===== src/rtl/boid_frame_sweeper_pkg.sv =====
// Shared definitions for the boid display path.
//   - screen geometry and framebuffer address width defaults
//   - sweep FSM state encoding
//   - saturating increment helper used by the status counters
package boid_disp_pkg;

  localparam int SCREEN_W_DEF = 640;
  localparam int SCREEN_H_DEF = 480;
  localparam int ADDR_W_DEF   = $clog2(SCREEN_W_DEF * SCREEN_H_DEF);

  typedef enum logic [1:0] {
    IDLE,
    CLEAR,
    SWEEP,
    DRAIN
  } sweep_state_e;

  // Increment v, holding at 2^w-1 once reached.
  function automatic logic [31:0] sat_inc(input logic [31:0] v, input int unsigned w);
    logic [31:0] max_v;
    max_v = (w >= 32) ? '1 : ((32'd1 << w) - 32'd1);
    return (v >= max_v) ? v : v + 32'd1;
  endfunction

endpackage


===== src/rtl/boid_frame_sweeper_if.sv =====
// Boid read port plus framebuffer write port.
//   boid_sel              slot being read (registered read, data next cycle)
//   boid_x/boid_y/active  data for the slot selected the previous cycle
//   fb_clear              one-cycle framebuffer clear pulse
//   fb_we/fb_addr         pixel write strobe and address (data is implicitly 1)
// master: the sweeper; slave: the BPU array / display RAM side.
interface boid_frame_sweeper_if #(
  parameter int SEL_W  = 7,
  parameter int X_W    = 10,
  parameter int Y_W    = 9,
  parameter int ADDR_W = 19
);
  logic [SEL_W-1:0]  boid_sel;
  logic [X_W-1:0]    boid_x;
  logic [Y_W-1:0]    boid_y;
  logic              boid_active;
  logic              fb_clear;
  logic              fb_we;
  logic [ADDR_W-1:0] fb_addr;

  modport master (
    output boid_sel, fb_clear, fb_we, fb_addr,
    input  boid_x, boid_y, boid_active
  );

  modport slave (
    input  boid_sel, fb_clear, fb_we, fb_addr,
    output boid_x, boid_y, boid_active
  );
endinterface


===== src/rtl/boid_frame_sweeper_pixel_addr.sv =====
// boid_pixel_addr: registered bounds check and pixel address generation.
//   clock, resetn      clock and asynchronous active-low reset
//   in_valid           boid data on x/y/active belongs to a swept slot
//   x, y, active       boid position and live flag
//   pix_we, pix_addr   registered write strobe and y*SCREEN_W + x
//   skip               registered pulse: active boid off screen
module boid_pixel_addr #(
  parameter int X_W      = 10,
  parameter int Y_W      = 9,
  parameter int SCREEN_W = 640,
  parameter int SCREEN_H = 480,
  parameter int ADDR_W   = 19
) (
  input  logic              clock,
  input  logic              resetn,
  input  logic              in_valid,
  input  logic [X_W-1:0]    x,
  input  logic [Y_W-1:0]    y,
  input  logic              active,
  output logic              pix_we,
  output logic [ADDR_W-1:0] pix_addr,
  output logic              skip
);

  logic              in_bounds;
  logic [ADDR_W-1:0] addr_c;

  always_comb begin
    in_bounds = (32'(x) < 32'(SCREEN_W)) && (32'(y) < 32'(SCREEN_H));
    // Bounds check guarantees the product fits ADDR_W bits.
    addr_c    = ADDR_W'(y) * ADDR_W'(SCREEN_W) + ADDR_W'(x);
  end

  always_ff @(posedge clock or negedge resetn) begin
    if (!resetn) begin
      pix_we   <= 1'b0;
      pix_addr <= '0;
      skip     <= 1'b0;
    end else begin
      pix_we <= in_valid & active & in_bounds;
      skip   <= in_valid & active & ~in_bounds;
      if (in_valid) pix_addr <= addr_c;
    end
  end

endmodule


===== src/rtl/boid_frame_sweeper.sv =====
// boid_frame_sweeper: frame-rebuild engine for the boid framebuffer.
//   clock, resetn   clock and asynchronous active-low reset
//   frame_req       level request; a rising edge starts a rebuild
//   enable          gates new requests; a running sweep always completes
//   bus (master)    boid read port and framebuffer clear/write port
//   busy            sweep in progress
//   done            one-cycle sweep-complete pulse
//   skip_count      off-screen active boids in the last completed sweep
//   overrun_count   requests dropped since reset (saturating)
module boid_frame_sweeper
  import boid_disp_pkg::*;
#(
  parameter int NUM_BOIDS = 128,
  parameter int SEL_W     = $clog2(NUM_BOIDS),
  parameter int X_W       = 10,
  parameter int Y_W       = 9,
  parameter int SCREEN_W  = SCREEN_W_DEF,
  parameter int SCREEN_H  = SCREEN_H_DEF,
  parameter int ADDR_W    = $clog2(SCREEN_W * SCREEN_H),
  parameter int CNT_W     = 8
) (
  input  logic                   clock,
  input  logic                   resetn,
  input  logic                   frame_req,
  input  logic                   enable,
  boid_frame_sweeper_if.master   bus,
  output logic                   busy,
  output logic                   done,
  output logic [CNT_W-1:0]       skip_count,
  output logic [CNT_W-1:0]       overrun_count
);

  sweep_state_e      state_q, state_d;
  logic [SEL_W-1:0]  sel_q;
  logic              drain_q;
  logic              frame_req_q;
  logic              pending_q;
  logic              rd_valid_q;
  logic              done_q;
  logic [CNT_W-1:0]  skip_work_q;
  logic [CNT_W-1:0]  skip_cnt_q;
  logic [CNT_W-1:0]  overrun_q;

  logic              req;
  logic              last_slot;
  logic              start;
  logic              drain_end;
  logic              skip_flag;

  assign req       = frame_req & ~frame_req_q;
  assign last_slot = (sel_q == SEL_W'(NUM_BOIDS - 1));

  always_comb begin
    state_d   = state_q;
    start     = 1'b0;
    drain_end = 1'b0;
    case (state_q)
      IDLE: begin
        if ((req && enable) || pending_q) begin
          state_d = CLEAR;
          start   = 1'b1;
        end
      end
      CLEAR: state_d = SWEEP;
      SWEEP: if (last_slot) state_d = DRAIN;
      DRAIN: begin
        if (drain_q) begin
          state_d   = IDLE;
          drain_end = 1'b1;
        end
      end
      default: state_d = IDLE;
    endcase
  end

  always_ff @(posedge clock or negedge resetn) begin
    if (!resetn) begin
      state_q     <= IDLE;
      sel_q       <= '0;
      drain_q     <= 1'b0;
      frame_req_q <= 1'b1;
      pending_q   <= 1'b0;
      rd_valid_q  <= 1'b0;
      done_q      <= 1'b0;
      skip_work_q <= '0;
      skip_cnt_q  <= '0;
      overrun_q   <= '0;
    end else begin
      state_q     <= state_d;
      frame_req_q <= frame_req;
      done_q      <= drain_end;
      drain_q     <= (state_q == DRAIN) && !drain_q;
      rd_valid_q  <= (state_q == CLEAR) || (state_q == SWEEP);

      // Slot 0 is presented during CLEAR; the counter parks at 0 otherwise.
      if (((state_q == CLEAR) || (state_q == SWEEP)) && !last_slot)
        sel_q <= sel_q + 1'b1;
      else
        sel_q <= '0;

      if (start)
        pending_q <= 1'b0;
      else if ((state_q != IDLE) && req && enable) begin
        if (!pending_q) pending_q <= 1'b1;
        else            overrun_q <= CNT_W'(sat_inc(32'(overrun_q), CNT_W));
      end

      if (state_q == CLEAR)
        skip_work_q <= '0;
      else if (skip_flag)
        skip_work_q <= CNT_W'(sat_inc(32'(skip_work_q), CNT_W));

      // The last slot's skip flag lands in the final DRAIN cycle, so fold it
      // in here to make skip_count valid in the same cycle as done.
      if (drain_end)
        skip_cnt_q <= skip_flag ? CNT_W'(sat_inc(32'(skip_work_q), CNT_W)) : skip_work_q;
    end
  end

  boid_pixel_addr #(
    .X_W      (X_W),
    .Y_W      (Y_W),
    .SCREEN_W (SCREEN_W),
    .SCREEN_H (SCREEN_H),
    .ADDR_W   (ADDR_W)
  ) u_pixel_addr (
    .clock    (clock),
    .resetn   (resetn),
    .in_valid (rd_valid_q),
    .x        (bus.boid_x),
    .y        (bus.boid_y),
    .active   (bus.boid_active),
    .pix_we   (bus.fb_we),
    .pix_addr (bus.fb_addr),
    .skip     (skip_flag)
  );

  assign bus.boid_sel = sel_q;
  assign bus.fb_clear = (state_q == CLEAR);
  assign busy         = (state_q != IDLE);
  assign done         = done_q;
  assign skip_count   = skip_cnt_q;
  assign overrun_count = overrun_q;

endmodule

===== src/flat_wrapper.sv =====
// flat-port wrapper written by rule: the top's interface ports become plain ports
module boid_frame_sweeper_flat import boid_disp_pkg::*;
#(
  parameter int NUM_BOIDS = 128,
  parameter int SEL_W     = $clog2(NUM_BOIDS),
  parameter int X_W       = 10,
  parameter int Y_W       = 9,
  parameter int SCREEN_W  = SCREEN_W_DEF,
  parameter int SCREEN_H  = SCREEN_H_DEF,
  parameter int ADDR_W    = $clog2(SCREEN_W * SCREEN_H),
  parameter int CNT_W     = 8
)
  (clock, resetn, frame_req, enable, busy, done, skip_count, overrun_count, bus_boid_sel, bus_fb_clear, bus_fb_we, bus_fb_addr, bus_boid_x, bus_boid_y, bus_boid_active);
  boid_frame_sweeper_if #(.SEL_W(SEL_W), .X_W(X_W), .Y_W(Y_W), .ADDR_W(ADDR_W)) bus_i ();
  input  logic clock;
  input  logic resetn;
  input  logic frame_req;
  input  logic enable;
  output logic busy;
  output logic done;
  output logic [CNT_W-1:0] skip_count;
  output logic [CNT_W-1:0] overrun_count;
  output wire logic [$bits(bus_i.boid_sel)-1:0] bus_boid_sel;
  output wire logic [$bits(bus_i.fb_clear)-1:0] bus_fb_clear;
  output wire logic [$bits(bus_i.fb_we)-1:0] bus_fb_we;
  output wire logic [$bits(bus_i.fb_addr)-1:0] bus_fb_addr;
  input wire logic [$bits(bus_i.boid_x)-1:0] bus_boid_x;
  input wire logic [$bits(bus_i.boid_y)-1:0] bus_boid_y;
  input wire logic [$bits(bus_i.boid_active)-1:0] bus_boid_active;
  assign bus_boid_sel = bus_i.boid_sel;
  assign bus_fb_clear = bus_i.fb_clear;
  assign bus_fb_we = bus_i.fb_we;
  assign bus_fb_addr = bus_i.fb_addr;
  assign bus_i.boid_x = bus_boid_x;
  assign bus_i.boid_y = bus_boid_y;
  assign bus_i.boid_active = bus_boid_active;
  boid_frame_sweeper #(.NUM_BOIDS(NUM_BOIDS), .SEL_W(SEL_W), .X_W(X_W), .Y_W(Y_W), .SCREEN_W(SCREEN_W), .SCREEN_H(SCREEN_H), .ADDR_W(ADDR_W), .CNT_W(CNT_W)) u_core (.clock(clock), .resetn(resetn), .frame_req(frame_req), .enable(enable), .bus(bus_i), .busy(busy), .done(done), .skip_count(skip_count), .overrun_count(overrun_count));
endmodule

===== config.mk =====
export PLATFORM = sky130hd
export DESIGN_NAME = boid_frame_sweeper_flat
export DESIGN_NICKNAME = d
export VERILOG_FILES = /design/src/rtl/boid_frame_sweeper_pkg.sv /design/src/rtl/boid_frame_sweeper_if.sv /design/src/rtl/boid_frame_sweeper_pixel_addr.sv /design/src/rtl/boid_frame_sweeper.sv /design/src/flat_wrapper.sv
export SDC_FILE = /design/constraint.sdc
export NUM_CORES = 1
export LEC_CHECK = 0
export ABC_AREA = 0
export CORE_ASPECT_RATIO = 1.5
export CORE_MARGIN = 2
export CORE_UTILIZATION = 50
export DETAILED_ROUTE_END_ITERATION = 12
export MAX_ROUTING_LAYER = met4
export PLACE_DENSITY = 0.82
export SYNTH_ARGS = -nofsm -noshare
export SYNTH_HDL_FRONTEND = slang
export SYNTH_SLANG_ARGS = --single-unit

===== constraint.sdc =====
create_clock -name clock -period 2.4 [get_ports clock]
set_clock_uncertainty 0.15 [all_clocks]
set_input_delay 0.24 -clock clock [delete_from_list [all_inputs] [get_ports clock]]
set_output_delay 0.24 -clock clock [all_outputs]
set_load 0.05 [all_outputs]

Word-level counts from Yosys, hierarchy flattened
Cells that the tools add are included. Widths: inputs -> output; s select.

Register bits: 59. Output and inout bits: 46. Logic and storage cells: 66.

Add/subtract/negate cells: 4. Multiply operators: 1. $lt $le $gt $ge: 4. Equality and inequality tests: 7. Muxes and demuxes: 14. Bitwise logic cells: 8. Reduce and logical (&&, ||, !) cells: 15.

Operator list (number): $mux 8 (3); $add 19x10->19 (1); $add 8x1->8 const B (2); $ge 8x8->1 const B (2); $mul 9x3->12 const B (1); $lt 10x10->1 const B (1); $lt 9x9->1 const B (1); $pmux 2 s4 (1); $add 7x1->7 const B (1); $eq 7x7->1 const B (1); $mux 7 (1); $logic_and 1x1->1 (6); $mux 1 (6); $mux 2 (3); $ne 2x1->1 const B (3); $and 1x1->1 (4); $eq 2x2->1 const B (2); $not 1->1 (4); $reduce_and 4->1 (1); $reduce_bool 2->1 (2); $reduce_and 3->1 (1); $eq 2x1->1 const B (1); $logic_not 1->1 (2); $logic_not 2->1 (1); $logic_or 1x1->1 (2).

Depth between registers and ports, before layout
Depth in word-level cells: 8. Gate-level depth with buffers: 9.

Modules after synthesis
Synthesis repeated with hierarchy kept, for this count alone.

Cell total of the unflattened synthesis: 306. Area, all modules: 3313.2 um2.

By module, submodules not included: boid_frame_sweeper (instances 1, cells an instance 156, area an instance 1709.1 um2, sequential area each 952.2 um2); boid_pixel_addr (instances 1, cells an instance 150, area an instance 1604.0 um2, sequential area each 525.5 um2).

Worst setup path before layout
Ideal clock, no wire load.

Path type: input -> register. From: input bus_boid_y[1]. To: register u_core.u_pixel_addr.pix_addr[16]. Library setup time: 0.125 ns. Arrival time: 2.291 ns. Path slack: -0.166 ns. Stages on the path: 9. Buffers on the path: 0. Cell sequence: ha_1 ha_1 fa_1 a211oi_1 nor2_1 nor2_1 nand4_2 xnor2_1 mux2_2.

Longest elaborated chain between the ends: 2.

Ends and longest elaborated chain: from (decl) (line flat_wrapper.sv:28) `input wire logic [$bits(bus_i.boid_y)-1:0] bus_boid_y;`; $mul 9x3->12 (line boid_frame_sweeper_pixel_addr.sv:31) `addr_c = ADDR_W'(y) * ADDR_W'(SCREEN_W) + ADDR_W'(x);`; $add 19x10->19 (line boid_frame_sweeper_pixel_addr.sv:31); to (signal assigned) (line boid_frame_sweeper_pixel_addr.sv:42) `if (in_valid) pix_addr <= addr_c;`; to (decl) (line boid_frame_sweeper_pixel_addr.sv:21) `output logic [ADDR_W-1:0] pix_addr,`.

Every way passes these cells. A chain may end at the register's enable or synchronous reset.

Worst setup path in the final report
From: input bus_boid_y[0]. To: register u_core.u_pixel_addr.pix_addr[18].

The elaborated chain is that of the path after synthesis.

==> flow_summary.json <==
{
  "syn_area_um2": 3040,
  "routed_wl_mm": 7.79,
  "clkSinkCount": 59,
  "h-tree-depth": 3,
  "core_um2": 5830,
  "num_rows": 34,
  "p_int_mw": 2.71,
  "die-area_um2": 6730,
  "path_class": "input pin to register",
  "synthSimpleGateAreaFrac_pct": 14.3,
  "initial_core_util_pct": 52.1,
  "vias_per_cell": 5.53,
  "timing.setup.tns_ns": -0.00549,
  "synth-seq-cells": 59,
  "synth-compound-area-share_pct": 9.76,
  "detail_route.iter0.violations": 163,
  "ff2ff_setup_slack_ns": 0.44,
  "ys_types": 42,
  "hold_viol_final": 0,
  "max_clock_freq_ghz": 0.416,
  "arrival_ns": 2.52,
  "final_cell_count_no_fill": 472,
  "io_pins": 70,
  "drive_gt1_share_pct": 24.0,
  "antennaDiodeCount": 0,
  "cap_violations": 0,
  "die_h_um": 99.5,
  "cp-end-kind": "register",
  "avgSynthCellArea_um2": 10.6,
  "antenna_left": 0,
  "port_buffers": 69,
  "min_to": "u_core.frame_req_q$_DFF_PN1_",
  "violations": "setup timing",
  "grt_pass1_wl_mm": 12.4,
  "regArea_um2": 1480,
  "synthArstFlopShare_pct": 100,
  "drc": 0,
  "grt_max_degree": 28,
  "p_per_area_nw_per_um2": 1080,
  "switching_power_mw": 2.10,
  "synth_edf_count": 0,
  "syn-num-nets": 336,
  "clock_latency_ns": 0.34,
  "seq_area_frac_synth_pct": 48.6,
  "peakVddDrop_uv": 673,
  "muxShareOfSynthArea_pct": 5.48,
  "outcome": "finished with violations",
  "antenna_found_initial": 0,
  "setup_viol": 1,
  "synth_area_leaders": "dfrtp_1 (48%), ha_1 (9.9%), mux2_2 (4.8%)",
  "hpwl_mm": 5.23,
  "critPathMaxFanout": 3,
  "comb_power_share_pct": 49.9,
  "syn_inst": 286,
  "worstMarginPinSlew_ns": 0.777,
  "cp-start-kind": "input pin",
  "synth_top_family_by_area": "simple AND/OR/NAND/NOR gates",
  "syn_to_final_growth_pct": 46.1,
  "timing.rr.end": "u_core.overrun_count[7]$_DFFE_PN0P_",
  "root_buffer": "clkbuf_8",
  "post_drt_wl_per_cell_um": 16.5,
  "min_from": "frame_req",
  "power_frac_seq_pct": 31.6,
  "nFillCells": 376,
  "fin_crit_ns": 2.41,
  "multiInputGateArea_um2": 1690,
  "preCtsSetupSlack_ns": -0.605,
  "finalMaxSlewViolations": 0,
  "grt_usage_pct": 25.6,
  "grt_pass1_vias": 2696,
  "num_vias": 2609,
  "yosys.area.top_type_share_pct": 47.8,
  "worst_hold_slack_ns": 0.195,
  "cts_tree": "done",
  "clk_pin_slew_ns": 0.07,
  "cts_buffers": 9,
  "chipWidth_um": 67.7,
  "relSlewSlack_pct": 48.2,
  "first_pass_iters": 4,
  "synthAdderAreaFrac_pct": 11.2,
  "layout.nets": 445,
  "clkPwrFrac_pct": 18.6,
  "gp_congestion": 0.851,
  "synth_xor_xnor_area_share_pct": 8.07,
  "swShare_pct": 43.7,
  "place_inst": 450,
  "period_share_pct": 100,
  "p_leak_nw": 1.98,
  "netlist.top_cell.by_area": "dfrtp_1",
  "overflow": 0,
  "setup_slack_ns": -0.00549,
  "worst-endpoint-required_ns": 2.52,
  "r2r.worst_path.cells": 6,
  "clockBufferDepth": 2,
  "hold_class": "input pin to register",
  "hold_depth": 1,
  "ys_warn_count": 0,
  "r2r_start": "u_core.overrun_count[2]$_DFFE_PN0P_",
  "dominantRegCellSynth": "dfrtp_1"
}
==> synthesized netlist by cell type (4+ instances only) <==
| cell type | instances |
|---|---|
| ha_1 | 24 |
| nand2_1 | 25 |
| xor2_1 | 12 |
| dfrtp_1 | 58 |
| inv_1 | 16 |
| nand4_1 | 8 |
| a21oi_1 | 10 |
| nor3_1 | 4 |
| mux2_2 | 13 |
| nor2_1 | 31 |
| nand3_1 | 7 |
| xnor2_1 | 16 |
| o21ai_0 | 16 |
==> logic make-up (layout without fill, tap and decap cells) <==
family / count (synthesis) / count (layout)
XOR/XNOR: 28 / 28
flip-flops: 59 / 59
adder cells (fa/ha/maj): 26 / 26
buffers and inverters: 21 / 135
multiplexers: 15 / 15
AND/OR/NAND/NOR: 91 / 91
AO/OA/AOI/OAI: 46 / 46
==> critical path, stage by stage <==
cell and delay [ns]:
clkdlybuf4s15_1 0.20, ha_2 0.20, ha_4 0.17, fa_2 0.41
a211oi_4 0.34, nor2_2 0.11, nor2_2 0.19, nand4_2 0.17
buf_6 0.16, nor3b_4 0.19, o22a_1 0.15
==> sequential cells by signal, indices dropped and copies added (netlist names) <==
| register | cells |
|---|---|
| u_core.skip_count | 8 |
| u_core.pending_q | 1 |
| u_core.u_pixel_addr.skip | 1 |
| u_core.drain_q | 1 |
| u_core.done | 1 |
| u_core.frame_req_q | 1 |
| u_core.overrun_count | 8 |
| u_core.u_pixel_addr.pix_we | 1 |
| u_core.bus.boid_sel | 7 |
| u_core.rd_valid_q | 1 |
| u_core.u_pixel_addr.pix_addr | 19 |
| u_core.skip_work_q | 8 |
| u_core.state_q | 2 |
==> how the worst max path moves through the flow <==
stage                                                         to          start
global placement    u_core.u_pixel_addr.pix_addr[17]$_DFFE_PN0P_  bus_boid_y[1]
detailed placement  u_core.u_pixel_addr.pix_addr[17]$_DFFE_PN0P_  bus_boid_y[1]
finish              u_core.u_pixel_addr.pix_addr[18]$_DFFE_PN0P_  bus_boid_y[0]
CTS                 u_core.u_pixel_addr.pix_addr[18]$_DFFE_PN0P_  bus_boid_y[2]
floorplan           u_core.u_pixel_addr.pix_addr[16]$_DFFE_PN0P_  bus_boid_y[1]
global route        u_core.u_pixel_addr.pix_addr[18]$_DFFE_PN0P_  bus_boid_y[0]
==> power by group through the flow <==
stage / logic, mW / registers (mW) / clock network [mW]
detailed placement: 2.28 / 1.53 / 0
finish: 2.40 / 1.52 / 0.893
floorplan: 0.784 / 2.20 / 0
CTS: 2.36 / 1.52 / 0.910
global placement: 2.24 / 1.51 / 0
global route: 2.53 / 1.56 / 0.958
==> per-stage QoR <==
stage          total power, mW  area [um2]  util (%)
6_report                  4.81        4440      76.2
3_5_place_dp              3.81        4050      69.4
4_1_cts                   4.79        4400      75.5
3_3_place_gp              3.75        4050      69.4
5_1_grt                   5.05        4440      76.2
2_1_floorplan             2.98        3080         -
==> layout make-up <==
cell class	instances	share of cell area [%]
Multi-Input combinational cell	206	38.1
Sequential cell	59	33.3
Timing Repair Buffer	103	20.9
Clock buffer	11	3.18
Tap cell	72	2.03
Inverter	16	1.35
Clock inverter	5	1.18
==> cell usage in the layout (no fill, tap or decap), types with 2 or more instances in the layout <==
master / instances
a211oi_2: 3
and2_1: 3
dlymetal6s2s_1: 2
nor2_2: 2
o21ai_0: 16
a21o_1: 3
clkinv_2: 3
nor3_1: 3
or3_1: 2
buf_4: 32
dfrtp_1: 58
ha_4: 11
nor2_1: 29
a21oi_1: 10
nand2_1: 24
mux2i_1: 2
nand3_1: 7
clkdlybuf4s50_1: 58
inv_1: 16
and3_1: 3
xnor2_1: 16
a31oi_1: 2
nand4_1: 8
xor2_1: 11
clkbuf_2: 3
clkbuf_8: 10
mux2_2: 13
ha_1: 12
nor2b_1: 2
buf_2: 3
==> timing repair <==
item                                    CTS  global route
pin swaps                                15            14
buffers inserted                          5             1
endpoints found under the hold margin    17             0
hold buffers                              1             0
gates resized for setup                  29            18
endpoints found under the setup margin    6             7
==> routing by layer <==
layer | wire [um] | global-route usage (%) | up-vias
met2 | 4270 | 44.4 | 98
li1 | - | - | 1210
met1 | 2750 | 25.2 | 1264
met3 | 374 | 6.33 | 37
met5 | 0 | - | -
met4 | 400 | 13.7 | 0
Power figures use the tool's default switching activity.
